### src/rtl/darkbus_uart_master_pkg.sv
// rtl/darkbus_uart_master_pkg.sv - opcodes, reply bytes and FSM states for the UART bus master
package darkbus_uart_master_pkg;

    localparam logic [7:0] OP_W  = 8'h57;
    localparam logic [7:0] OP_R  = 8'h52;
    localparam logic [7:0] OP_H  = 8'h48;
    localparam logic [7:0] OP_G  = 8'h47;

    localparam logic [7:0] RSP_K = 8'h4B;
    localparam logic [7:0] RSP_E = 8'h45;
    localparam logic [7:0] RSP_T = 8'h54;

    typedef enum logic [2:0] {
        ST_IDLE,
        ST_ADDR,
        ST_DATA,
        ST_BUS,
        ST_RESP
    } state_t;

endpackage

### src/rtl/darkbus_uart_txseq.sv
// rtl/darkbus_uart_txseq.sv - reply byte sequencer: 4-byte shift register, MSB byte first
module darkbus_uart_txseq (
    input  logic        CLK,
    input  logic        RESN,
    input  logic        load,
    input  logic [31:0] load_data,
    input  logic [2:0]  load_cnt,
    input  logic        advance,
    output logic [7:0]  TXDATA,
    output logic        last
);

    logic [31:0] sreg;
    logic [2:0]  cnt;

    always_ff @(posedge CLK or negedge RESN) begin
        if (!RESN) begin
            sreg <= 32'h0;
            cnt  <= 3'd0;
        end else if (load) begin
            sreg <= load_data;
            cnt  <= load_cnt;
        end else if (advance) begin
            sreg <= {sreg[23:0], 8'h00};
            cnt  <= cnt - 3'd1;
        end
    end

    assign TXDATA = sreg[31:24];
    assign last   = (cnt == 3'd1);

endmodule

### src/rtl/darkbus_uart_master.sv
// rtl/darkbus_uart_master.sv - host byte stream to 32-bit darkriscv bus cycles, replies to UART TX
module darkbus_uart_master
    import darkbus_uart_master_pkg::*;
#(
    parameter int TOUT     = 255,
    parameter bit HOLD_RST = 1'b1
) (
    input  logic        CLK,
    input  logic        RESN,
    input  logic [7:0]  RXDATA,
    input  logic        RXVLD,
    output logic [7:0]  TXDATA,
    output logic        TXVLD,
    input  logic        TXRDY,
    output logic [31:0] DADDR,
    output logic [31:0] DATAO,
    output logic [3:0]  BE,
    output logic        WR,
    output logic        RD,
    input  logic [31:0] DATAI,
    input  logic        ACK,
    output logic        HOLD,
    output logic        BUSY
);

    state_t      state, state_nxt;
    logic        is_wr;
    logic [1:0]  cnt;
    logic [7:0]  tcnt;
    logic        tout_hit;
    logic        tx_load;
    logic [31:0] tx_load_data;
    logic [2:0]  tx_load_cnt;
    logic        tx_last;

    assign tout_hit = (tcnt == 8'(TOUT - 1));
    assign TXVLD    = (state == ST_RESP);
    assign BUSY     = (state != ST_IDLE);

    always_ff @(posedge CLK or negedge RESN) begin
        if (!RESN) state <= ST_IDLE;
        else       state <= state_nxt;
    end

    // Reply contents are decided at the transition into RESP and loaded into the sequencer.
    always_comb begin
        state_nxt    = state;
        tx_load      = 1'b0;
        tx_load_data = {RSP_K, 24'h0};
        tx_load_cnt  = 3'd1;
        case (state)
            ST_IDLE: if (RXVLD) begin
                case (RXDATA)
                    OP_W, OP_R: state_nxt = ST_ADDR;
                    OP_H, OP_G: begin
                        state_nxt = ST_RESP;
                        tx_load   = 1'b1;
                    end
                    default: begin
                        state_nxt    = ST_RESP;
                        tx_load      = 1'b1;
                        tx_load_data = {RSP_E, 24'h0};
                    end
                endcase
            end
            ST_ADDR: if (RXVLD && cnt == 2'd3) state_nxt = is_wr ? ST_DATA : ST_BUS;
            ST_DATA: if (RXVLD && cnt == 2'd3) state_nxt = ST_BUS;
            ST_BUS: begin
                if (ACK) begin
                    state_nxt = ST_RESP;
                    tx_load   = 1'b1;
                    if (!is_wr) begin
                        tx_load_data = DATAI;
                        tx_load_cnt  = 3'd4;
                    end
                end else if (tout_hit) begin
                    state_nxt    = ST_RESP;
                    tx_load      = 1'b1;
                    tx_load_data = {RSP_T, 24'h0};
                end
            end
            ST_RESP: if (TXRDY && tx_last) state_nxt = ST_IDLE;
            default: state_nxt = ST_IDLE;
        endcase
    end

    always_ff @(posedge CLK or negedge RESN) begin
        if (!RESN) begin
            DADDR <= 32'h0;
            DATAO <= 32'h0;
            BE    <= 4'h0;
            WR    <= 1'b0;
            RD    <= 1'b0;
            HOLD  <= HOLD_RST;
            is_wr <= 1'b0;
            cnt   <= 2'd0;
            tcnt  <= 8'd0;
        end else begin
            case (state)
                ST_IDLE: if (RXVLD) begin
                    is_wr <= (RXDATA == OP_W);
                    cnt   <= 2'd0;
                    if (RXDATA == OP_H) HOLD <= 1'b1;
                    if (RXDATA == OP_G) HOLD <= 1'b0;
                end
                ST_ADDR: if (RXVLD) begin
                    DADDR <= {DADDR[23:0], RXDATA};
                    cnt   <= cnt + 2'd1;
                    if (cnt == 2'd3 && !is_wr) begin
                        RD   <= 1'b1;
                        BE   <= 4'hF;
                        tcnt <= 8'd0;
                    end
                end
                ST_DATA: if (RXVLD) begin
                    DATAO <= {DATAO[23:0], RXDATA};
                    cnt   <= cnt + 2'd1;
                    if (cnt == 2'd3) begin
                        WR   <= 1'b1;
                        BE   <= 4'hF;
                        tcnt <= 8'd0;
                    end
                end
                ST_BUS: begin
                    tcnt <= tcnt + 8'd1;
                    if (ACK || tout_hit) begin
                        WR <= 1'b0;
                        RD <= 1'b0;
                        BE <= 4'h0;
                    end
                end
                default: ;
            endcase
        end
    end

    darkbus_uart_txseq u_txseq (
        .CLK       (CLK),
        .RESN      (RESN),
        .load      (tx_load),
        .load_data (tx_load_data),
        .load_cnt  (tx_load_cnt),
        .advance   (TXVLD && TXRDY),
        .TXDATA    (TXDATA),
        .last      (tx_last)
    );

endmodule

### config.mk
export PLATFORM = sky130hd
export DESIGN_NAME = darkbus_uart_master
export DESIGN_NICKNAME = d
export VERILOG_FILES = /design/src/rtl/darkbus_uart_master_pkg.sv /design/src/rtl/darkbus_uart_txseq.sv /design/src/rtl/darkbus_uart_master.sv
export SDC_FILE = /design/constraint.sdc
export NUM_CORES = 1
export LEC_CHECK = 0
export CAP_MARGIN = 0
export CORE_UTILIZATION = 45
export DETAILED_ROUTE_END_ITERATION = 6
export GPL_TIMING_DRIVEN = 0
export HOLD_SLACK_MARGIN = 0.05
export PLACE_DENSITY = 0.87
export SLEW_MARGIN = 20
export SYNTH_ARGS = -nofsm -noshare
export SYNTH_HDL_FRONTEND = slang
export SYNTH_SLANG_ARGS = --single-unit
### constraint.sdc
create_clock -name CLK -period 2.05 [get_ports CLK]
set_input_delay 0.615 -clock CLK [delete_from_list [all_inputs] [get_ports CLK]]
set_output_delay 0.615 -clock CLK [all_outputs]
set_load 0.02 [all_outputs]
; Word-level counts from Yosys, hierarchy flattened
; Index checks and enable logic that the tools add are counted.
[word_totals]
reg_bits = 120
out_inout_bits = 81
elab_cells = 114
[classes]
n_addsub = 3
n_eq_ne = 22
n_mux = 50
reduce_logical = 27
[op_table]
columns = cell, n
row1 = 2-to-1 mux 32 bit, 4
row2 = case mux 32 bit (2 select lines), 1
row3 = 2-to-1 mux 28 bit, 2
row4 = 2-to-1 mux 3 bit, 12
row5 = "equality test 8 x 7 -> 1 bit, second input constant", 4
row6 = 2-to-1 mux 8 bit, 4
row7 = 2-to-1 mux 29 bit, 1
row8 = case mux 8 bit (3 select lines), 1
row9 = 2-to-1 mux 4 bit, 5
row10 = "!= test 2 bit, second input constant", 8
row11 = case mux 3 bit (5 select lines), 1
row12 = 2-to-1 mux 1 bit, 12
row13 = case mux 4 bit (3 select lines), 1
row14 = AND reduction 5 bit, 2
row15 = nonzero test 2 bit, 5
row16 = "adder 8 x 1 -> 8 bit, second input constant", 1
row17 = "equality test 8 bit, second input constant", 1
row18 = AND reduction 4 bit, 2
row19 = "equality test 3 x 1 -> 1 bit, second input constant", 2
row20 = "equality test 3 x 2 -> 1 bit, second input constant", 2
row21 = case mux 1 bit (2 select lines), 3
row22 = AND reduction 2 bit, 3
row23 = AND reduction 3 bit, 2
row24 = AND reduction 6 bit, 1
row25 = other kinds (15), 22

; Longest topological paths before layout
; Gate-level depths: netlist of run 1.
[logic_depth]
ltp_word = 6
mapped_depth = 8

; Cells and area by module
; A second synthesis of run 1 with hierarchy kept.
[unflattened]
cells_unflattened = 477
hier_area_um2 = 5549.1
[modules_own_cells]
columns = mod, n_inst, cells_per_inst, area_per_inst_um2, seq_area_each_um2
row1 = darkbus_uart_master, 1, 311, 3789.9, 2053.2
row2 = darkbus_uart_txseq, 1, 166, 1759.2, 875.8

; Worst setup path before layout of run 1
; OpenSTA, ideal clock, no wires.
[synth_path]
path_type = reg2reg
from = register state[0]
to = register u_txseq.sreg[7]
arrival_ns = 2.092
setup_slack_ns = -0.163
stages_incl_launch_ff = 7
path_buffers = 2
period_less_slack_ns = 2.213
cell_sequence = dfrtp_1 > buf_2 > nor3b_1 > nand2_1 > and2_4 > buf_6 > a22o_1
[synth_between]
elab_chain_len = 3
word_cells_on_any_way = 8
[synth_rtl]
columns = item, line_no
row1 = "start, declared", darkbus_uart_master.sv:26  ; state_t state, state_nxt;
row2 = "start signal, assigned", darkbus_uart_master.sv:42  ; else state <= state_nxt;
row3 = equality test 3 bit, darkbus_uart_master.sv:37  ; assign TXVLD = (state == ST_RESP);
row4 = via TXVLD, darkbus_uart_master.sv:13  ; output logic TXVLD,
row5 = logical AND 1 bit, darkbus_uart_master.sv:143  ; .advance (TXVLD && TXRDY),
row6 = nonzero test 2 bit (no line), n/a
row7 = "end signal, assigned", darkbus_uart_txseq.sv:21  ; sreg <= load_data;
row8 = "end signal, assigned", darkbus_uart_txseq.sv:24  ; sreg <= {sreg[23:0], 8'h00};
row9 = "end, declared", darkbus_uart_txseq.sv:13  ; logic [31:0] sreg;
; The timed path passes the listed nets, and every way through them passes these cells.
; A chain may end at the register's enable or synchronous reset.

; Final worst setup path of run 1
[layout_path]
from = register state[0]
to = output BUSY
[layout_between]
elab_chain_len = 1
[layout_rtl]
columns = item, line_no
row1 = nonzero test 3 bit, darkbus_uart_master.sv:38  ; assign BUSY = (state != ST_IDLE);
row2 = "end, declared", darkbus_uart_master.sv:23  ; output logic BUSY
; No other way between the ends.

==> results of run 1 <==
## registers in the layout, indices dropped and copies added, names as in the netlist
signal,cells
DADDR,32
DATAO,32
u_txseq.sreg,32
tcnt,8
state,3
u_txseq.cnt,3
cnt,2
BE,1
HOLD,1
RD,1
WR,1
is_wr,1
## cells by family (layout without fill, tap and decap cells)
kind of cell	count (synthesis)	after routing	share of synthesized area
AOI/OAI and AO/OA	98	99	0.138
xor gates and xnor gates	5	5	0.00842
adders and majority gates	5	5	0.0120
buffers and inverters	41	215	0.0452
DFF	117	117	0.563
muxes	67	67	0.145
and+or+nand+nor	95	95	0.0885
## metrics by stage
step	hold WS (ps)	area (um2)
4_1_cts	99.8	7380
5_1_grt	110	7660
6_report	92.5	7660
3_5_place_dp	479	6660
2_1_floorplan	319	5200
3_3_place_gp	468	6630
## routing by layer
layer,GRT usage,wire [um],up-vias
met3,0.0569,899,44
met4,0.113,443,0
met2,0.411,7870,206
li1,-,-,1867
met5,0,0,-
met1,0.296,5840,2128
## cells in the final DEF, fill, tap and decap left out, types with 3 or more instances in the layout
| cell type | Yosys | layout |
|---|---|---|
| a211oi_1 | 5 | 5 |
| a21o_1 | 3 | 3 |
| a21oi_1 | 5 | 5 |
| a22o_1 | 9 | 9 |
| a2bb2oi_1 | 18 | 11 |
| a2bb2oi_2 | 0 | 7 |
| a32oi_1 | 3 | 3 |
| buf_2 | 8 | 6 |
| buf_4 | 13 | 25 |
| buf_6 | 3 | 11 |
| bufinv_16 | 0 | 3 |
| clkbuf_16 | 0 | 18 |
| clkbuf_2 | 0 | 4 |
| clkdlybuf4s50_1 | 0 | 67 |
| clkinv_4 | 0 | 3 |
| clkinvlp_4 | 0 | 3 |
| dfrtp_1 | 116 | 116 |
| dlygate4sd2_1 | 0 | 25 |
| dlymetal6s2s_1 | 0 | 30 |
| ha_1 | 5 | 5 |
| inv_1 | 9 | 9 |
| inv_6 | 0 | 3 |
| mux2_2 | 65 | 65 |
| nand2_1 | 43 | 41 |
| nand2b_1 | 5 | 4 |
| nand3_1 | 5 | 5 |
| nor2_1 | 16 | 12 |
| nor2_2 | 0 | 3 |
| nor2b_1 | 5 | 4 |
| nor3_1 | 5 | 5 |
| o21ai_0 | 31 | 26 |
| o21ai_1 | 0 | 4 |
| o221a_2 | 3 | 3 |
| xnor2_1 | 5 | 4 |
## what timing repair did
item	4_1_cts	5_1_grt
setup buffers	7	5
pin swaps	3	5
setup endpoints to repair	120	123
gates cloned	1	5
gates resized for setup	57	74
## power breakdown
part / leakage (nW) / switching (W) / internal (W)
sequential: 1.54 / 0.000362 / 0.00275
combinational: 2.10 / 0.00134 / 0.00139
clock: 0.293 / 0.00113 / 0.00195
total: 3.93 / 0.00284 / 0.00610
## worst max-delay path, cell delays in order, from the launching register on
cell and delay [ps]:
dfrtp_1 420, buf_6 150, or3_4 410, buf_6 150
## final cells by class
| cell class | count | area, um2 |
|---|---|---|
| Sequential cell | 117 | 2930 |
| Multi-Input combinational cell | 271 | 2200 |
| Timing Repair Buffer | 143 | 1480 |
| Clock buffer | 18 | 439 |
| Buffer | 31 | 236 |
| Fill cell | 769 | 3370 |
| Tap cell | 140 | 175 |
| Inverter | 9 | 33.8 |
| Clock inverter | 14 | 175 |
## worst max-delay path by stage
stage / start / end / slack (ps) / depth (start not counted)
after detailed placement: RXDATA[6] / u_txseq.sreg[31] / -700 / 7
after CTS: state[1] / BUSY / -140 / 4
after global placement: RESN / DADDR[30] / -3930 / 1
after floorplan: cnt[0] / tcnt[5] / 150 / 6
after global routing: state[0] / BUSY / -130 / 3
final: state[0] / BUSY / -110 / 3
==> flow_summary_export.csv, run 1 <==
group,metric,value,unit
synthesis,synth_cell_types,54,
run_status,status,"complete, but fails checks",
final_layout,layout-drive-gt1-share,0.300,
critical_path,end_kind,"output port",
synthesis,syn-cell-area,0.00520,mm2
sta,finalCritPeriodShare,1.05,
synthesis,syn_inst,428,
die,core_area,0.0110,mm2
die,initial_core_util,0.471,
die,die_y,109,um
sta,setup_slack,-110,ps
critical_path,startpoint_type,"register",
sta,fmax,463,MHz
sta,min_period,2160,ps
synthesis,synth_most_common_cell,"dfrtp_1",
final_layout,syn_to_final_growth,47.4,%
synthesis,synth_commonest_cells,"116 x dfrtp_1, 65 x mux2_2, 43 x nand2_1",
run_status,violations,"negative setup slack",
sta,hold_viol,0,
route,ant_nets,0,
die,dieArea,0.0120,mm2
critical_path,cp.required,1430,ps
synthesis,async_flop_share,1.00,
route,drt_wl_total,15.0,mm
clock_network,ctsHtreeMaxLevel,4,
synthesis,ys.flop_type,"dfrtp_1",
route,drtIter0Drc,343,
grt,grt_pass1_vias,4281,
critical_path,r2r_start,"state[1]",
sta,rsz0062_at_grt,"yes",
sta,fin_skew,8.35,ps
clock_network,cts_tree,"built",
clock_network,root_buffer,"clkbuf_16",
clock_network,clk_latency,420,ps
critical_path,worstPathArrival,1550,ps
die,die_w,109,um
sta,drv_slew,0,
critical_path,critPathKind,"reg2out",
clock_network,cts.sinks,117,
power,power_density,1170,mW/mm2
die,num_rows,38,
run,max-cap-violations,0,
power,ir_worst_vdd,0.630,mV
die,io-pin-count,126,
route,wire_per_inst,20.3,um
final_layout,final_cells,743,
route,drc,0,
grt,antenna_found_initial,0,
sta,setup_violations,32,
hold_path,hp-class,"in2async",
synthesis,mappedNetlistNets,478,
final_layout,antenna_cells,0,
synthesis,synth-seq-area-share,0.563,
critical_path,r2r-end,"u_txseq.sreg[6]",
placed_design,dp.cells,694,
placed_design,hpwlAfterDp,9.05,mm
synthesis,synth_area_leader_cell,"dfrtp_1",
synthesis,ys_ff_latch,117,
route,via_per_inst,5.71,
synthesis,synth_edf_count,0,
final_layout,nNetsFinal,640,
critical_path,r2r_cells,7,
sta,slew_headroom,0.679,
final_layout,final_util,0.695,
synthesis,ys_warn_count,0,
route,first_pass_iters,5,
critical_path,r2r_slack,-80,ps
grt,grt_overflow_total,0,
placed_design,globalplace.congestion,0.821,
grt,grt_pass1_wl,21.7,mm
placed_design,port_buffers,125,
clock_network,clk_pin_slew,60,ps
critical_path,path_max_fanout,6,
sta,fin_setup_tns,-1410,ps
grt,track_usage,0.244,
placed_design,pre_cts_slack,-703,ps
clock_network,cts_hold_buf,0,
route,route.vias.total,4245,
synthesis,syn-mean-instance-area,12.1,um2
synthesis,synth_top_area_frac,0.558,
clock_network,clock_path_buffers,2,
synthesis,synthTopCellsByArea,"dfrtp_1 56%, mux2_2 14%, nand2_1 3.1%",
power,finalPower,0.00893,W
power,p_leak,3.93,nW
grt,grt_max_degree,82,
clock_network,numCtsBuffers,17,
sta,worst_pin_slew,481,ps
Note: power is estimated with default switching activity, not from simulation.
==> run 2, diff against run 1 <==
--- a/config.mk
+++ b/config.mk
@@ -6,11 +6,12 @@
 export NUM_CORES = 1
 export LEC_CHECK = 0
 export CAP_MARGIN = 0
-export CORE_UTILIZATION = 45
+export CORE_UTILIZATION = 46
+export CTS_BUF_LIST = sky130_fd_sc_hd__clkbuf_8
 export DETAILED_ROUTE_END_ITERATION = 6
 export GPL_TIMING_DRIVEN = 0
 export HOLD_SLACK_MARGIN = 0.05
-export PLACE_DENSITY = 0.87
+export PLACE_DENSITY = 0.88
 export SLEW_MARGIN = 20
 export SYNTH_ARGS = -nofsm -noshare
 export SYNTH_HDL_FRONTEND = slang
==> flow_summary_export.csv, run 2 (synthesis gave the netlist of run 1 again) <==
group,metric,value,unit
run_status,status,"complete, but fails checks",
run_status,violations,"negative setup slack",
final_layout,layout_commonest_cell,"dfrtp_1",
final_layout,layout-drive-gt1-share,0.283,
placed_design,hpwlAfterDp,9.13,mm
power,p_leak,3.82,nW
final_layout,mostFrequentLayoutCells,"116 x dfrtp_1, 65 x mux2_2, 52 x clkdlybuf4s50_1",
route,route.vias.total,4193,
die,io-pin-count,126,
placed_design,place_area,0.00666,mm2
critical_path,end_kind,"register",
grt,grt_max_degree,85,
clock_network,clk_latency,430,ps
clock_network,cts_tree,"built",
route,via_per_inst,5.68,
route,drt_wl_total,13.7,mm
die,die_w,108,um
sta,fmax,451,MHz
critical_path,path_common_cell,"buf_4",
placed_design,port_buffers,125,
critical_path,critPathKind,"reg2reg",
sta,drv_slew,0,
power,finalPower,0.00774,W
run,max-cap-violations,0,
sta,hold_viol,0,
critical_path,worstPathArrival,2520,ps
critical_path,path_cells,"buf_4, buf_4, or4b_4, a41oi_4, a21oi_4, buf_6, a221o_1",
power,ir_worst_vdd,0.656,mV
final_layout,fill_cells,799,
sta,worst_pin_slew,513,ps
grt,antenna_found_initial,0,
final_layout,syn_to_final_growth,40.6,%
critical_path,crit_path_max_incr_delay,550,ps
route,first_pass_iters,7,
clock_network,clock_path_buffers,2,
sta,fin_skew,11.1,ps
final_layout,nNetsFinal,635,
route,drtIter0Drc,251,
critical_path,r2r-end,"u_txseq.sreg[28]",
hold_path,hp-class,"in2async",
grt,grt_pass1_vias,4237,
critical_path,crit_buf_inv,3,
critical_path,r2r_start,"state[0]",
die,initial_core_util,0.476,
final_layout,finalInstanceArea,0.00731,mm2
power,power_density,1060,mW/mm2
clock_network,root_buffer,"clkbuf_8",
critical_path,r2r_slack,-170,ps
sta,min_period,2220,ps
placed_design,dp.cells,694,
final_layout,final_cells,738,
die,core_area,0.0109,mm2
sta,setup_slack,-166,ps
critical_path,path_max_fanout,7,
die,num_rows,38,
sta,fin_setup_tns,-3700,ps
final_layout,antenna_cells,0,
grt,track_usage,0.242,
critical_path,slowest_stage,"or4b_4",
critical_path,startpoint_type,"register",
route,drc,0,
die,dieArea,0.0117,mm2
grt,grt_overflow_total,0,
sta,rsz0062_at_grt,"yes",
final_layout,reg_top3,"DADDR x32, DATAO x32, u_txseq.sreg x32",
grt,grt_pass1_wl,21.5,mm
die,die_y,108,um
sta,setup_violations,37,
clock_network,numCtsBuffers,17,
clock_network,ctsHtreeMaxLevel,4,
placed_design,globalplace.congestion,0.850,
clock_network,cts.sinks,117,
critical_path,r2r_cells,7,
sta,slew_headroom,0.657,
sta,finalCritPeriodShare,1.08,
route,wire_per_inst,18.5,um
route,ant_nets,0,
clock_network,clk_pin_slew,80,ps
critical_path,cp.required,2360,ps
critical_path,cp_top_family,"compound AO/OA/AOI/OAI gates",
clock_network,cts_hold_buf,0,
==> run 2: cell types whose count changed in the layout (fill, tap and decap cells not counted), moves of 3 or more <==
cell             previous run  this run
dlygate4sd2_1              25        48
clkdlybuf4s50_1            67        52
clkbuf_8                    2        19
buf_6                      11         6
clkbuf_16                  18         0
dlymetal6s2s_1             30        22
o21ai_1                     4         1
o21ai_0                    26        29
==> run 2: stage by stage <==
| stage | worst slack, ps | hold WS [ps] | utilization |
|---|---|---|---|
| after floorplan | 155 | 319 | - |
| after global placement | -3980 | 468 | 0.606 |
| after detailed placement | -748 | 480 | 0.609 |
| after CTS | -181 | 64.5 | 0.653 |
| after global routing | -190 | 81.1 | 0.669 |
| final | -166 | 73.1 | 0.669 |
==> run 2: how the worst max path moves through the flow <==
| stage | end | depth (start not counted) | start |
|---|---|---|---|
| final | u_txseq.sreg[28] | 7 | state[0] |
| after global routing | u_txseq.sreg[28] | 7 | state[0] |
| after CTS | BUSY | 4 | state[1] |
| after detailed placement | DATAO[23] | 5 | RXVLD |
| after global placement | DADDR[30] | 1 | RESN |
| after floorplan | tcnt[5] | 6 | cnt[0] |
==> run 2: layout make-up <==
type,instances,area (um2),share of cell area
sequential,117,2930,0.401
timing repair buffer,140,1390,0.190
clock buffer,18,248,0.0339
multi-input combinational,270,2160,0.295
inverter,9,33.8,0.00462
buffer,30,214,0.0293
tap,140,175,0.0240
clock inverter,14,161,0.0221
==> run 2: per-layer routing <==
metal / global-route usage / routed length [um] / up-vias
met5: 0 / 0 / -
met4: 0.137 / 440 / 0
met3: 0.0416 / 696 / 39
met2: 0.400 / 7010 / 179
met1: 0.299 / 5540 / 2115
li1: - / - / 1860
==> run 2: timing repair <==
| action | 4_1_cts | 5_1_grt |
|---|---|---|
| pin swaps | 2 | 4 |
| cloned | 1 | 0 |
| gates resized for setup | 77 | 46 |
| setup buffers | 7 | 6 |
| endpoints found under the setup margin | 144 | 65 |
==> run 2: where the power goes <==
part | internal [W] | switching [W] | total (W)
Clock | 0.00122 | 0.000959 | 0.00218
Sequential | 0.00275 | 0.000338 | 0.00308
Combinational | 0.00123 | 0.00124 | 0.00247
Total | 0.00520 | 0.00254 | 0.00774
==> run 3, diff against run 2 <==
--- a/config.mk
+++ b/config.mk
@@ -5,13 +5,13 @@
 export SDC_FILE = /design/constraint.sdc
 export NUM_CORES = 1
 export LEC_CHECK = 0
-export CAP_MARGIN = 0
-export CORE_UTILIZATION = 46
+export CAP_MARGIN = 30
+export CORE_UTILIZATION = 51
 export CTS_BUF_LIST = sky130_fd_sc_hd__clkbuf_8
 export DETAILED_ROUTE_END_ITERATION = 6
 export GPL_TIMING_DRIVEN = 0
 export HOLD_SLACK_MARGIN = 0.05
-export PLACE_DENSITY = 0.88
+export PLACE_DENSITY = 0.92
 export SLEW_MARGIN = 20
 export SYNTH_ARGS = -nofsm -noshare
 export SYNTH_HDL_FRONTEND = slang
==> constraint.sdc (replaced) <==
create_clock -name CLK -period 2.3 [get_ports CLK]
set_input_delay 0.69 -clock CLK [delete_from_list [all_inputs] [get_ports CLK]]
set_output_delay 0.69 -clock CLK [all_outputs]
set_load 0.02 [all_outputs]
==> flow_summary_export.csv, run 3 (synthesis gave the netlist of run 1 again) <==
group,metric,value,unit
final_layout,layout_commonest_cell,"dfrtp_1",
sta,hold_viol,0,
critical_path,r2r_start,"cnt[0]",
clock_network,cts_tree,"built",
route,route.vias.total,4191,
critical_path,r2r_cells,6,
clock_network,root_buffer,"clkbuf_8",
route,via_per_inst,5.77,
route,first_pass_iters,5,
clock_network,ctsHtreeMaxLevel,4,
final_layout,layout-drive-gt1-share,0.252,
critical_path,cp.required,1610,ps
clock_network,clk_pin_slew,80,ps
route,drtIter0Drc,386,
sta,finalCritPeriodShare,1.00,
sta,worst_pin_slew,676,ps
run_status,status,"complete, but fails checks",
clock_network,clock_path_buffers,2,
grt,grt_overflow_total,0,
route,drt_wl_total,14.1,mm
die,core_area,0.00982,mm2
critical_path,path_max_fanout,7,
die,io-pin-count,126,
die,num_rows,36,
power,ir_worst_vdd,0.487,mV
route,drc,0,
critical_path,critPathKind,"reg2out",
sta,fmax,434,MHz
grt,grt_pass1_wl,21.3,mm
sta,min_period,2310,ps
final_layout,mostFrequentLayoutCells,"116 x dfrtp_1, 114 x clkdlybuf4s50_1, 65 x mux2_2",
die,die_w,103,um
sta,fin_setup_tns,-5.34,ps
grt,antenna_found_initial,0,
critical_path,r2r_slack,50,ps
die,dieArea,0.0106,mm2
placed_design,globalplace.congestion,0.907,
placed_design,hpwlAfterDp,9.32,mm
sta,rsz0062_at_grt,"yes",
grt,grt_max_degree,77,
sta,setup_violations,1,
hold_path,hp-class,"in2async",
die,initial_core_util,0.530,
die,die_y,103,um
grt,grt_pass1_vias,4178,
critical_path,worstPathArrival,1620,ps
clock_network,numCtsBuffers,17,
clock_network,cts.sinks,117,
sta,drv_slew,0,
clock_network,clk_latency,440,ps
final_layout,nNetsFinal,629,
final_layout,reg_top3,"DADDR x32, DATAO x32, u_txseq.sreg x32",
route,ant_nets,0,
power,p_leak,3.26,nW
route,wire_per_inst,19.4,um
critical_path,r2r-end,"tcnt[5]",
final_layout,syn_to_final_growth,37.6,%
placed_design,port_buffers,125,
critical_path,crit_path_start,"state[1]",
critical_path,startpoint_type,"register",
critical_path,crit_end,"BUSY",
sta,fin_skew,12.8,ps
run,max-cap-violations,0,
final_layout,final_util,0.729,
power,power_density,961,mW/mm2
critical_path,end_kind,"output port",
run_status,violations,"negative setup slack",
sta,setup_slack,-5.34,ps
grt,track_usage,0.270,
sta,slew_headroom,0.545,
run 3: cell types whose count changed in the layout (fill, tap and decap cells not counted), sizes merged:
cell           before  now
clkdlybuf4s50      52  114
dlygate4sd2        48    3
dlymetal6s2s       22    5
buf                40   34
inv                12   14
bufinv              3    2
clkbuf             26   25
clkinv              5    6
clkinvlp            3    2
diode               0    1
run 3: routing by layer:
metal	vias to the layer above	track usage	share of wire
li1	1843	-	-
met1	2057	0.335	0.37
met2	233	0.454	0.52
met3	58	0.0617	0.067
met4	0	0.117	0.036
met5	-	0	0
run 3: layout make-up:
type                            count  area, um2
Timing Repair Buffer              132       1330
Buffer                             32        216
Sequential cell                   117       2930
Clock inverter                     15        169
Multi-Input combinational cell    270       2080
Clock buffer                       17        234
Antenna cell                        1       2.50
Tap cell                          133        166
Inverter                            9       33.8
Fill cell                         665       2660
run 3: where the power goes:
part           switching [W]  total (W)  internal, W  leakage (nW)
combinational        0.00109    0.00222      0.00113          1.51
clock               0.000919    0.00191     0.000987         0.201
sequential          0.000311    0.00276      0.00245          1.54
total                0.00232    0.00688      0.00456          3.26
run 3: worst min path at each step:
stage,end,cells after the start,slack [ps],from
finish,DADDR[19],1,160,RESN
floorplan,BE[2],0,390,RESN
detailed placement,u_txseq.sreg[30],1,470,u_txseq.sreg[30]
global placement,u_txseq.sreg[30],1,470,u_txseq.sreg[30]
global route,DADDR[17],1,180,RESN
CTS,DADDR[22],1,160,RESN
run 3: per-stage QoR:
step                area [um2]  std cells  total power [W]  worst slack (ps)  hold WS (ps)
finish                    7160        726          0.00688             -5.34           162
global route              7150        725          0.00716             -28.1           179
CTS                       7080        720          0.00684             -69.3           157
detailed placement        6650        687          0.00487              -629           475
global placement          6620        686          0.00475             -3750           468
floorplan                 5200        428          0.00397              87.1           394
run 3: what timing repair did:
action	in CTS	in global routing
endpoints found under the hold margin	0	0
buffers inserted	1	5
pin swaps	1	1
setup endpoints to repair	68	28
hold buffers	0	0
resized for setup	21	10
run 3: worst max-delay path, cell delays in order (launching register included):
cell and delay, ps:
dfrtp_1 390, buf_6 140, buf_8 120, or3_4 380, buf_6 140
